==> src/rtl/mips_prog_loader.sv <==
// Boot-time program loader: parses a framed byte stream (SYNC, ADDR, COUNT, data, CHECKSUM)
// into big-endian words, writes them to core memory and releases the MIPS32 core from hold.
module mips_prog_loader #(
   parameter int unsigned ADDR_W  = 10,
   parameter int unsigned TIMEOUT = 1024,
   parameter logic [7:0]  SYNC    = 8'hA5
) (
   input  logic              clk1,
   input  logic              rst_n,
   input  logic              in_valid,
   input  logic [7:0]        in_data,
   output logic              in_ready,
   input  logic              reload,
   output logic              mem_we,
   output logic [ADDR_W-1:0] mem_addr,
   output logic [31:0]       mem_wdata,
   output logic              cpu_hold,
   output logic              cpu_start,
   output logic              busy,
   output logic              err_checksum,
   output logic              err_timeout,
   output logic [15:0]       words_loaded
);

   localparam int unsigned       TO_W    = $clog2(TIMEOUT + 1);
   localparam logic [TO_W-1:0]   TO_LAST = TO_W'(TIMEOUT - 1);

   typedef enum logic [2:0] {
      S_IDLE, S_ADDR, S_CNT, S_DATA, S_CHK, S_RUN, S_ERR
   } state_t;

   state_t            state, state_nx;
   logic [1:0]        bidx;
   logic [23:0]       byte_sr;
   logic [ADDR_W-1:0] ptr;
   logic [15:0]       rem;
   logic [31:0]       csum;
   logic [TO_W-1:0]   to_cnt;
   logic              accept, word_done, to_hit, parked;
   logic [31:0]       word;

   assign in_ready  = (state != S_RUN) && (state != S_ERR);
   assign busy      = state inside {S_ADDR, S_CNT, S_DATA, S_CHK};
   assign cpu_hold  = (state != S_RUN);
   assign parked    = (state == S_RUN) || (state == S_ERR);
   assign accept    = in_valid && in_ready;
   assign word      = {byte_sr, in_data};
   assign word_done = accept && busy && (bidx == 2'd3);
   // An accepted byte on the expiry edge wins over the timeout.
   assign to_hit    = busy && !accept && (to_cnt == TO_LAST);

   always_ff @(posedge clk1 or negedge rst_n) begin
      if (!rst_n) state <= S_IDLE;
      else        state <= state_nx;
   end

   always_comb begin
      state_nx = state;
      unique case (state)
         S_IDLE:  if (accept && in_data == SYNC) state_nx = S_ADDR;
         S_ADDR:  if (word_done) state_nx = S_CNT;
         S_CNT:   if (word_done) state_nx = (word[15:0] == 16'd0) ? S_CHK : S_DATA;
         S_DATA:  if (word_done && rem == 16'd1) state_nx = S_CHK;
         S_CHK:   if (word_done) state_nx = (word == csum) ? S_RUN : S_ERR;
         S_RUN,
         S_ERR:   if (reload) state_nx = S_IDLE;
         default: state_nx = S_IDLE;
      endcase
      if (to_hit) state_nx = S_ERR;
   end

   always_ff @(posedge clk1 or negedge rst_n) begin
      if (!rst_n) begin
         mem_we       <= 1'b0;
         mem_addr     <= '0;
         mem_wdata    <= '0;
         cpu_start    <= 1'b0;
         err_checksum <= 1'b0;
         err_timeout  <= 1'b0;
         words_loaded <= '0;
         bidx         <= '0;
         byte_sr      <= '0;
         ptr          <= '0;
         rem          <= '0;
         csum         <= '0;
         to_cnt       <= '0;
      end else begin
         mem_we    <= 1'b0;
         cpu_start <= 1'b0;

         if (busy && !accept) to_cnt <= to_cnt + TO_W'(1);
         else                 to_cnt <= '0;

         // Timeout drops any partially assembled word.
         if (to_hit) begin
            bidx        <= '0;
            err_timeout <= 1'b1;
         end else if (accept && busy) begin
            bidx    <= bidx + 2'd1;
            byte_sr <= {byte_sr[15:0], in_data};
         end

         if (word_done) begin
            if (state == S_ADDR) begin
               ptr <= word[ADDR_W-1:0];
            end else if (state == S_CNT) begin
               rem  <= word[15:0];
               csum <= '0;
            end else if (state == S_DATA) begin
               mem_we       <= 1'b1;
               mem_addr     <= ptr;
               mem_wdata    <= word;
               ptr          <= ptr + ADDR_W'(1);
               csum         <= csum ^ word;
               rem          <= rem - 16'd1;
               words_loaded <= words_loaded + 16'd1;
            end else if (state == S_CHK) begin
               if (word == csum) cpu_start    <= 1'b1;
               else              err_checksum <= 1'b1;
            end
         end

         if (parked && reload) begin
            err_checksum <= 1'b0;
            err_timeout  <= 1'b0;
            words_loaded <= '0;
         end
      end
   end

endmodule
==> config.mk <==
export PLATFORM = sky130hd
export DESIGN_NAME = mips_prog_loader
export DESIGN_NICKNAME = d
export VERILOG_FILES = /design/src/rtl/mips_prog_loader.sv
export SDC_FILE = /design/constraint.sdc
export NUM_CORES = 1
export LEC_CHECK = 0
export BUFFER_PORTS_ARGS = -buffer_cell sky130_fd_sc_hd__buf_2
export CAP_MARGIN = 15
export CORE_MARGIN = 4
export CORE_UTILIZATION = 41
export DETAILED_ROUTE_END_ITERATION = 8
export MAX_ROUTING_LAYER = met4
export PLACE_DENSITY = 0.69
export SYNTH_ARGS = -nofsm -noshare
export SYNTH_HDL_FRONTEND = slang
export SYNTH_SLANG_ARGS = --single-unit
==> constraint.sdc <==
create_clock -name clk1 -period 5.5 [get_ports clk1]
set_input_delay 0.55 -clock clk1 [delete_from_list [all_inputs] [get_ports clk1]]
set_output_delay 0.55 -clock clk1 [all_outputs]
set_load 0.005 [all_outputs]
==> impl_metrics.yaml, run 1 <==
synthesis:
  netlist_instances: 825
  synthFlopType: "dfrtp_1"
  synth_area_leaders: "dfrtp_1, nand2_1, o21ai_0"
  synth_nets: 843
  avgSynthCellArea_um2: 9.31
  ys_types: 58
  async_reset_ff_share_pct: 100
  yosysTopAreaCellShare_pct: 52.1
  yosys.area.top_type: "dfrtp_1"
  ys_seq_area_share_pct: 52.1
  netlist_area_um2: 7680
  synth_edf_count: 0
  synth_warnings: 0
  synth_common_cells: "nand2_1, dfrtp_1, o21ai_0"
  synth-seq-cells: 160
  synth_most_common_cell: "nand2_1"
timing:
  tns_ns: 0
  rsz0062_at_grt: "no"
  tightest_slew_ns: 0.891
  final-max-slew-violation-count: 0
  hold_violations: 0
  finalSetupViolations: 0
  fin_ws_ns: 2.76
  period_minus_slack_ns: 2.74
  skew_ns: 0.0113
  fin_crit_sh_pct: 49.8
  clock.fmax_mhz: 365
  slew_headroom_pct: 40.4
clock_tree:
  clkTransAtPathRegs_ns: 0.07
  clock_sinks: 160
  htreeDepth: 4
  clockBufferDepth: 2
  cts_tree: "done"
  numCtsBuffers: 17
  clock-root-buffer: "clkbuf_16"
  clk_latency_ns: 0.43
  cts_resized: 0
  cts_hold_buf: 0
  post-cts-setup-buffers: 0
global_route:
  grt-ovfl-total: 0
  grtUsageMet1_pct: 26.0
  track_usage_pct: 19.2
  antenna_found_initial: 0
  grt_pass1_wl_um: 30700
  grt.busiest_layer: "met2"
  first_global_vias: 5817
  grt_use_met2_pct: 30.0
  use_met3_pct: 4.11
  grt_max_degree: 82
floorplanning:
  die_width_um: 145
  core-area_um2: 18200
  initial_utilization_pct: 42.2
  die_h_um: 145
  dieArea_um2: 21000
  io-pin-count: 77
  rows: 49
pwr:
  clkPwrFrac_pct: 25.5
  power_density_nw_per_um2: 538
  power.internal_mw: 2.94
  vdd.ir_drop.worst_mv: 0.275
  seqPwrFrac_pct: 44.0
  combPwrFrac_pct: 30.5
  leakage_nw: 4.18
  p_switching_mw: 1.80
  switching_share_pct: 38.0
route:
  routed_wl_um: 18700
  dr.pass1.iters: 5
  num_vias: 6108
  drt_iter0_markers: 522
  routedWlPerCell_um: 16.7
  vias_per_cell: 5.45
  route.detailed.drc: 0
  ant_nets: 0
job:
  drv_cap: 0
worst_setup_path:
  cp_max_fo: 50
  cp_data_required_time_ns: 5.85
  crit_type: "register to register"
  arrival_ns: 3.08
  cp-end-kind: "register"
  cp-start-kind: "register"
status:
  status: "complete, no violations"
placement:
  globalplace.congestion: 0.842
  dp_cells: 1089
  post-place-ws_ns: 2.81
  hpwl_um: 12100
  port_buffers: 76
final_layout:
  drive_above_1_share_pct: 16.9
  final_net_count: 897
  area_delta_synth_final_pct: 14.8
  final_cells: 1121
  antenna_cells: 0
hold_path:
  worstHoldPathType: "primary input to asynchronous set/reset pin"
-- through the flow --
step	hold slack (ns)	instance area, um2	total power, mW	utilization [%]
after floorplan	0.254	7680	3.02	-
after global placement	0.456	8220	3.52	45.1
after detailed placement	0.459	8220	3.55	45.1
final	0.165	8820	4.75	48.4
after global routing	0.235	8820	5.09	48.4
after CTS	0.207	8820	4.78	48.4
-- logic make-up (layout without fill, tap and decap cells) --
group	Yosys count	count (layout)	synth area share, %
simple gates	341	341	19.9
compound gates	177	177	13.7
flops	160	160	52.1
buf+inv	58	125	3.06
xor+xnor	56	56	6.39
mux	26	26	3.80
fa+ha+maj	7	7	1.11
-- cells in the final DEF, fill, tap and decap left out, drive strengths merged, types with 4 or more instances in the layout --
cell / synthesis / routed
a211oi: 8 / 8
buf: 10 / 82
or3: 6 / 6
a2bb2oi: 6 / 6
a31oi: 5 / 5
xor2: 39 / 39
a2111oi: 6 / 6
nand2b: 4 / 4
clkbuf: 37 / 18
ha: 6 / 6
nor2b: 4 / 4
inv: 11 / 18
mux2: 25 / 25
nand2: 194 / 194
nor3: 6 / 6
nand3: 27 / 27
dfrtp: 160 / 160
nor2: 56 / 56
o21ai: 90 / 90
and3: 9 / 9
nor4: 15 / 15
a21oi: 32 / 32
xnor2: 17 / 17
nand4: 6 / 6
o22ai: 10 / 10
-- flip-flops by register name (all words and copies together), names as in the netlist --
name,cells
bidx,2
words_loaded,16
csum,32
mem_we,1
to_cnt,11
state,3
ptr,10
mem_wdata,32
rem,16
mem_addr,10
cpu_start,1
err_timeout,1
byte_sr,24
err_checksum,1
-- worst max-delay path, cell delays in order, from the launching register on --
cell	delay (ns)
dfrtp_1	0.57
nand2b_1	0.34
nor2_2	0.14
buf_4	0.45
nand2_2	0.12
inv_2	0.61
nand2_1	0.17
o21ai_0	0.21
-- path summary, 6_finish.rpt --
| path | end | cells past startpoint | slack, ns | startpoint |
|---|---|---|---|---|
| worst max-delay path | csum[31] | 7 | 2.76 | state[2] |
| worst min-delay path | to_cnt[6] | 1 | 0.16 | rst_n |
| worst max register to register | csum[31] | 7 | 2.76 | state[2] |
| worst min register to register | mem_addr[2] | 2 | 0.47 | mem_addr[2] |
| max in group asynchronous | rem[12] | 2 | 4.27 | rst_n |
| min in group clk1 | bidx[1] | 3 | 0.45 | in_valid |
-- power groups by stage --
stage                     registers, mW  clock network, mW  logic, mW
final                              2.09               1.21       1.45
after detailed placement           2.10                  0       1.46
after floorplan                    1.95                  0       1.07
after global routing               2.16               1.29       1.64
after CTS                          2.08               1.23       1.47
after global placement             2.09                  0       1.43
-- metal layers --
layer / wire [um] / up-vias
li1: - / 2948
met1: 8710 / 2989
met2: 8900 / 153
met3: 882 / 18
met4: 195 / 0
met5: 0 / -
-- cell type report --
cell class                 count  area (um2)
tap                          229         287
fill                        1654        9390
timing repair buffer          82         432
sequential                   160        4000
inverter                      11        41.3
multi-input combinational    607        3450
clock buffer                  18         429
clock inverter                14         171
Note: power is estimated with default switching activity, not from simulation.
==> inputs of run 2 (changes only) <==
- ABC_AREA: default -> 1
- PLACE_DENSITY: 0.69 -> 0.71
- clock period: 5.5 -> 2.25 ns (I/O delays scaled with it)
==> run 2 against run 1 <==
Compared with the run above:
- sequential cell count did not move
- synthesized area up 5.7%
- via count rose by 12%
- fmax increased by 34%
- cell count increased by 22%
- critical endpoint is now words_loaded[6]
- critical path type unchanged
==> impl_metrics.yaml, run 2 <==
final_layout:
  drive_above_1_share_pct: 16.2
  final_common_cell: "nand2_1"
  multi_input_area_um2: 3410
  final_cell_mix: "nand2_1, dfrtp_1, inv_1"
  n_fill_cell: 1859
  area_delta_synth_final_pct: 15.9
  final_net_count: 1110
  utilization_pct: 48.3
  seqCellArea_um2: 4000
  largest_registers: "csum (32), mem_wdata (32), byte_sr (24)"
clock_tree:
  clk_latency_ns: 0.44
  numCtsBuffers: 17
  cts_tree: "done"
  clock_sinks: 160
  clkTransAtPathRegs_ns: 0.07
  htreeDepth: 4
  post-cts-setup-buffers: 0
  clockBufferDepth: 2
  clock-root-buffer: "clkbuf_16"
global_route:
  grt_max_degree: 82
  grt-ovfl-total: 0
  track_usage_pct: 18.6
  grt_pass1_wl_um: 31900
  first_global_vias: 6226
  antenna_found_initial: 1
floorplanning:
  die_width_um: 149
  dieArea_um2: 22100
  core-area_um2: 19500
  rows: 51
  initial_utilization_pct: 41.7
  io-pin-count: 77
  die_h_um: 149
job:
  drv_cap: 0
worst_setup_path:
  cp_max_fo: 21
  critPathMostFrequentCell: "nor2_1"
  cp_data_required_time_ns: 2.57
  crit_family: "simple AND/OR/NAND/NOR gates"
  crit_chain: "inv_1 > nor2_1 > nand3_2 > nand2_2 > nand2_2 > inv_2 > nand2_1 > nor2_1 > nor2_1"
  r2r-start: "state[2]"
  path_buf_inv: 2
  slowest_delay_ns: 0.51
  cp-start-kind: "register"
  critPathLaunch: "state[2]"
  cp-end-kind: "register"
  crit_slowest_cell: "dfrtp_1"
  arrival_ns: 2.37
  crit_type: "register to register"
synthesis:
  ys_seq_area_share_pct: 49.3
  synth_warnings: 0
  synth_area_leaders: "dfrtp_1, nand2_1, inv_1"
  netlist_area_um2: 8120
  yosys.area.top_type: "dfrtp_1"
  synthFlopType: "dfrtp_1"
  synth_nets: 1027
  yosysTopAreaCellShare_pct: 49.3
  ys_types: 38
  synth_most_common_cell: "nand2_1"
  netlist_instances: 1009
  synth_edf_count: 0
  async_reset_ff_share_pct: 100
  synth-seq-cells: 160
  synth_common_cells: "nand2_1, dfrtp_1, inv_1"
  avgSynthCellArea_um2: 8.04
placement:
  port_buffers: 76
  post-place-ws_ns: 0.222
  globalplace.congestion: 0.935
  hpwl_um: 14100
pwr:
  power_density_nw_per_um2: 1120
  leakage_nw: 4.65
  vdd.ir_drop.worst_mv: 0.552
status:
  status: "complete, no violations"
timing:
  clock.fmax_mhz: 488
  fin_crit_sh_pct: 91.1
  tightest_slew_ns: 0.886
  slew_headroom_pct: 40.9
  finalSetupViolations: 0
  skew_ns: 0.00916
  period_minus_slack_ns: 2.05
  rsz0062_at_grt: "no"
  hold_violations: 0
  final-max-slew-violation-count: 0
  fin_ws_ns: 0.200
  whs_ns: 0.138
  tns_ns: 0
route:
  vias_per_cell: 4.98
  routedWlPerCell_um: 14.3
  ant_nets: 0
  route.detailed.drc: 0
  dr.pass1.iters: 5
  num_vias: 6832
  routed_wl_um: 19700
  drt_iter0_markers: 507
hold_path:
  worstHoldPathType: "primary input to register"
  hold_path_startpoint: "in_valid"
[run 2: cell count changes after synthesis, sizes merged, moves of 25 or more]
cell / before / now
nand2: 194 / 332
inv: 11 / 112
o31ai: 0 / 36
nor2: 56 / 86
clkbuf: 37 / 10
xor2: 39 / 12
mux2: 25 / 0
[run 2: per-layer routing]
metal / routed length, um / part of all wire [%] / track usage, % / vias up
met1: 9180 / 47 / 25.1 / 3229
met5: 0 / 0 / - / -
met4: 504 / 2.6 / 7.53 / 0
met2: 9050 / 46 / 28.6 / 141
met3: 936 / 4.8 / 2.68 / 30
li1: - / - / - / 3432
[run 2: path summary, 6_finish.rpt]
| check | cells past startpoint | slack (ns) | endpoint |
|---|---|---|---|
| min in group asynchronous | 2 | 0.29 | ptr[4] |
| worst min register to register | 2 | 0.47 | mem_addr[1] |
| max in group asynchronous | 3 | 1.26 | mem_wdata[9] |
| worst min-delay path | 3 | 0.14 | bidx[1] |
| worst max register to register | 9 | 0.20 | words_loaded[6] |
| worst max-delay path | 9 | 0.20 | words_loaded[6] |
[run 2: kinds of logic (layout without fill, tap and decap cells)]
kind of cell               after synthesis  count (layout)  synth area share, %
AOI/OAI and AO/OA                      204             204                 15.5
xor gates and xnor gates                16              16                 1.73
adders and majority gates                6               6                0.925
buffers and inverters                  149             245                 8.66
DFF                                    160             160                 49.3
other                                    0               1                    0
and+or+nand+nor                        474             474                 23.9
[run 2: where the power goes]
group / internal [mW] / total, mW / switching (mW)
Sequential: 3.58 / 4.20 / 0.619
Clock: 1.86 / 3.11 / 1.25
Combinational: 1.15 / 3.26 / 2.11
[run 2: area by class of cell]
| type | count | share of cell area (%) |
|---|---|---|
| Antenna cell | 1 | 0.0266 |
| Clock buffer | 20 | 4.96 |
| Clock inverter | 12 | 1.76 |
| Inverter | 115 | 4.67 |
| Multi-Input combinational cell | 700 | 36.2 |
| Sequential cell | 160 | 42.6 |
| Tap cell | 265 | 3.52 |
| Timing Repair Buffer | 98 | 6.29 |
[run 2: through the flow]
stage,instances,area (um2),power (mW)
2_1_floorplan,1009,8120,6.37
3_3_place_gp,1337,8760,7.36
3_5_place_dp,1337,8760,7.47
4_1_cts,1370,9410,10.6
5_1_grt,1371,9410,11.3
6_report,1371,9410,10.6
[run 2: worst reg2reg max path, delay by kind of cell (launching register included)]
kind	cells	cell delay, ns
simple gates	7	1.09
flops	1	0.51
buf+inv	2	0.34
[run 2: timing repair]
| item | 4_1_cts | 5_1_grt |
|---|---|---|
| endpoints found under the hold margin | 42 | 0 |
| hold buffers | 1 | 0 |
| gates resized for setup | 0 | 0 |
==> inputs of run 3 (changes only) <==
- ABC_AREA: 1 -> default
==> run 3 against run 2 <==
Compared with the run above:
- sequential power grew 17%
- cell area shrank 2.9%
- cell count decreased by 15%
- clock skew increased by 0.0013 ns
- total power rose by 12%
- non-clock buffer count is 24 higher
- count of clock-buffer cells in the layout shrank 1
- hold slack got worse by 0.0065 ns
- first-iteration DRC count down 2.2%
- critical path depth down 5
- fmax fell by 2.0%
- critical endpoint is now busy
- highest routed layer unchanged
==> impl_metrics.yaml, run 3 (same netlist as run 1, synthesis figures left out) <==
worst_setup_path:
  cp_max_fo: 11
  slowest_delay_ns: 0.48
  cp_data_required_time_ns: 2.03
  crit_slowest_cell: "dfrtp_1"
  path_buf_inv: 2
  crit_family: "simple AND/OR/NAND/NOR gates"
  crit_chain: "buf_4 > or3_1 > and2_1 > buf_2"
  cp-end-kind: "primary output"
  worst-r2r-cell-count: 6
  arrival_ns: 1.87
  cp-start-kind: "register"
  rrSetupSlack_ns: 0.20
  r2r-start: "state[2]"
  crit_type: "register to primary output"
  reg2reg_to: "byte_sr[15]"
pwr:
  leakage_nw: 4.38
  vdd.ir_drop.worst_mv: 0.771
  power_density_nw_per_um2: 1290
floorplanning:
  die_h_um: 145
  io-pin-count: 77
  dieArea_um2: 21000
  die_width_um: 145
  core-area_um2: 18200
  initial_utilization_pct: 42.2
  rows: 49
route:
  routedWlPerCell_um: 16.9
  drt_iter0_markers: 496
  vias_per_cell: 5.44
  dr.pass1.iters: 5
  num_vias: 6327
  ant_nets: 0
  route.detailed.drc: 0
  routed_wl_um: 19600
job:
  drv_cap: 0
timing:
  tns_ns: 0
  period_minus_slack_ns: 2.09
  fin_crit_sh_pct: 92.9
  tightest_slew_ns: 0.606
  rsz0062_at_grt: "no"
  fin_ws_ns: 0.159
  skew_ns: 0.0105
  hold_violations: 0
  clock.fmax_mhz: 478
  finalSetupViolations: 0
  final-max-slew-violation-count: 0
  slew_headroom_pct: 59.2
  whs_ns: 0.131
clock_tree:
  clock-root-buffer: "clkbuf_16"
  numCtsBuffers: 17
  htreeDepth: 4
  clk_latency_ns: 0.44
  clockBufferDepth: 2
  cts_tree: "done"
  post-cts-setup-buffers: 0
  clkTransAtPathRegs_ns: 0.06
  clock_sinks: 160
final_layout:
  area_delta_synth_final_pct: 19.0
  final_common_cell: "nand2_1"
  drive_above_1_share_pct: 20.3
  final_cells: 1162
  largest_registers: "csum (32), mem_wdata (32), byte_sr (24)"
  final_net_count: 937
  utilization_pct: 50.2
  final_cell_mix: "nand2_1, dfrtp_1, o21ai_0"
global_route:
  first_global_vias: 6155
  grt_max_degree: 56
  antenna_found_initial: 1
  track_usage_pct: 20.1
  grt-ovfl-total: 0
  grt_pass1_wl_um: 32000
placement:
  dp_cells: 1128
  hpwl_um: 13500
  port_buffers: 76
  post-place-ws_ns: 0.223
  globalplace.congestion: 0.899
hold_path:
  holdPathStages: 3
  hold_path_startpoint: "in_valid"
  worstHoldPathType: "primary input to register"
  hold-path-endpoint: "bidx[1]"
status:
  status: "complete, no violations"
run 3: cell count changes in the layout (fill, tap and decap cells not counted), moves of 24 or more:
cell / change
inv_1: -96
mux2_2: +24
nand2_1: -134
nor2_1: -27
o21ai_2: -26
o31ai_1: -36
xor2_1: +27
run 3: worst min-delay path, stage by stage:
cell	delay (ns)
buf_2	0.14
nand3_1	0.09
a21oi_1	0.07
run 3: cell type report:
| cell class | instances | area [um2] |
|---|---|---|
| Inverter | 11 | 41.3 |
| Sequential cell | 160 | 4000 |
| Tap cell | 229 | 287 |
| Timing Repair Buffer | 122 | 810 |
| Clock inverter | 13 | 104 |
| Antenna cell | 1 | 2.50 |
| Fill cell | 1628 | 9070 |
| Clock buffer | 19 | 443 |
| Multi-Input combinational cell | 607 | 3450 |
run 3: stage by stage:
step / power [mW] / area [um2]
2_1_floorplan: 7.38 / 7680
3_3_place_gp: 8.97 / 8580
3_5_place_dp: 9.12 / 8580
4_1_cts: 11.9 / 9130
5_1_grt: 12.6 / 9140
6_report: 11.8 / 9140
run 3: worst max-delay path by stage:
stage                     cells after the start          end  startpoint
final                                         4         busy    state[2]
after global routing                          4         busy    state[2]
after CTS                                     4         busy    state[2]
after detailed placement                      6   byte_sr[2]    state[2]
after global placement                        6   byte_sr[1]    state[2]
after floorplan                               7  byte_sr[16]    state[0]
run 3: repair_timing:
action,CTS,global route
hold buffers,1,0
hold endpoints to repair,45,0
gates resized for setup,0,0
run 3: routing by layer:
metal / vias to the layer above / share of wire [%] / global-route usage (%) / routed length, um
li1: 3036 / - / - / -
met1: 3094 / 45 / 26.5 / 8830
met2: 166 / 48 / 31.5 / 9480
met3: 31 / 5.0 / 4.14 / 978
met4: 0 / 1.7 / 6.38 / 334
met5: - / 0 / - / 0
run 3: power by group:
group          switching, mW  internal [mW]
logic                   2.26           1.90
clock network           1.25           1.46
registers              0.975           3.94
total                   4.49           7.30
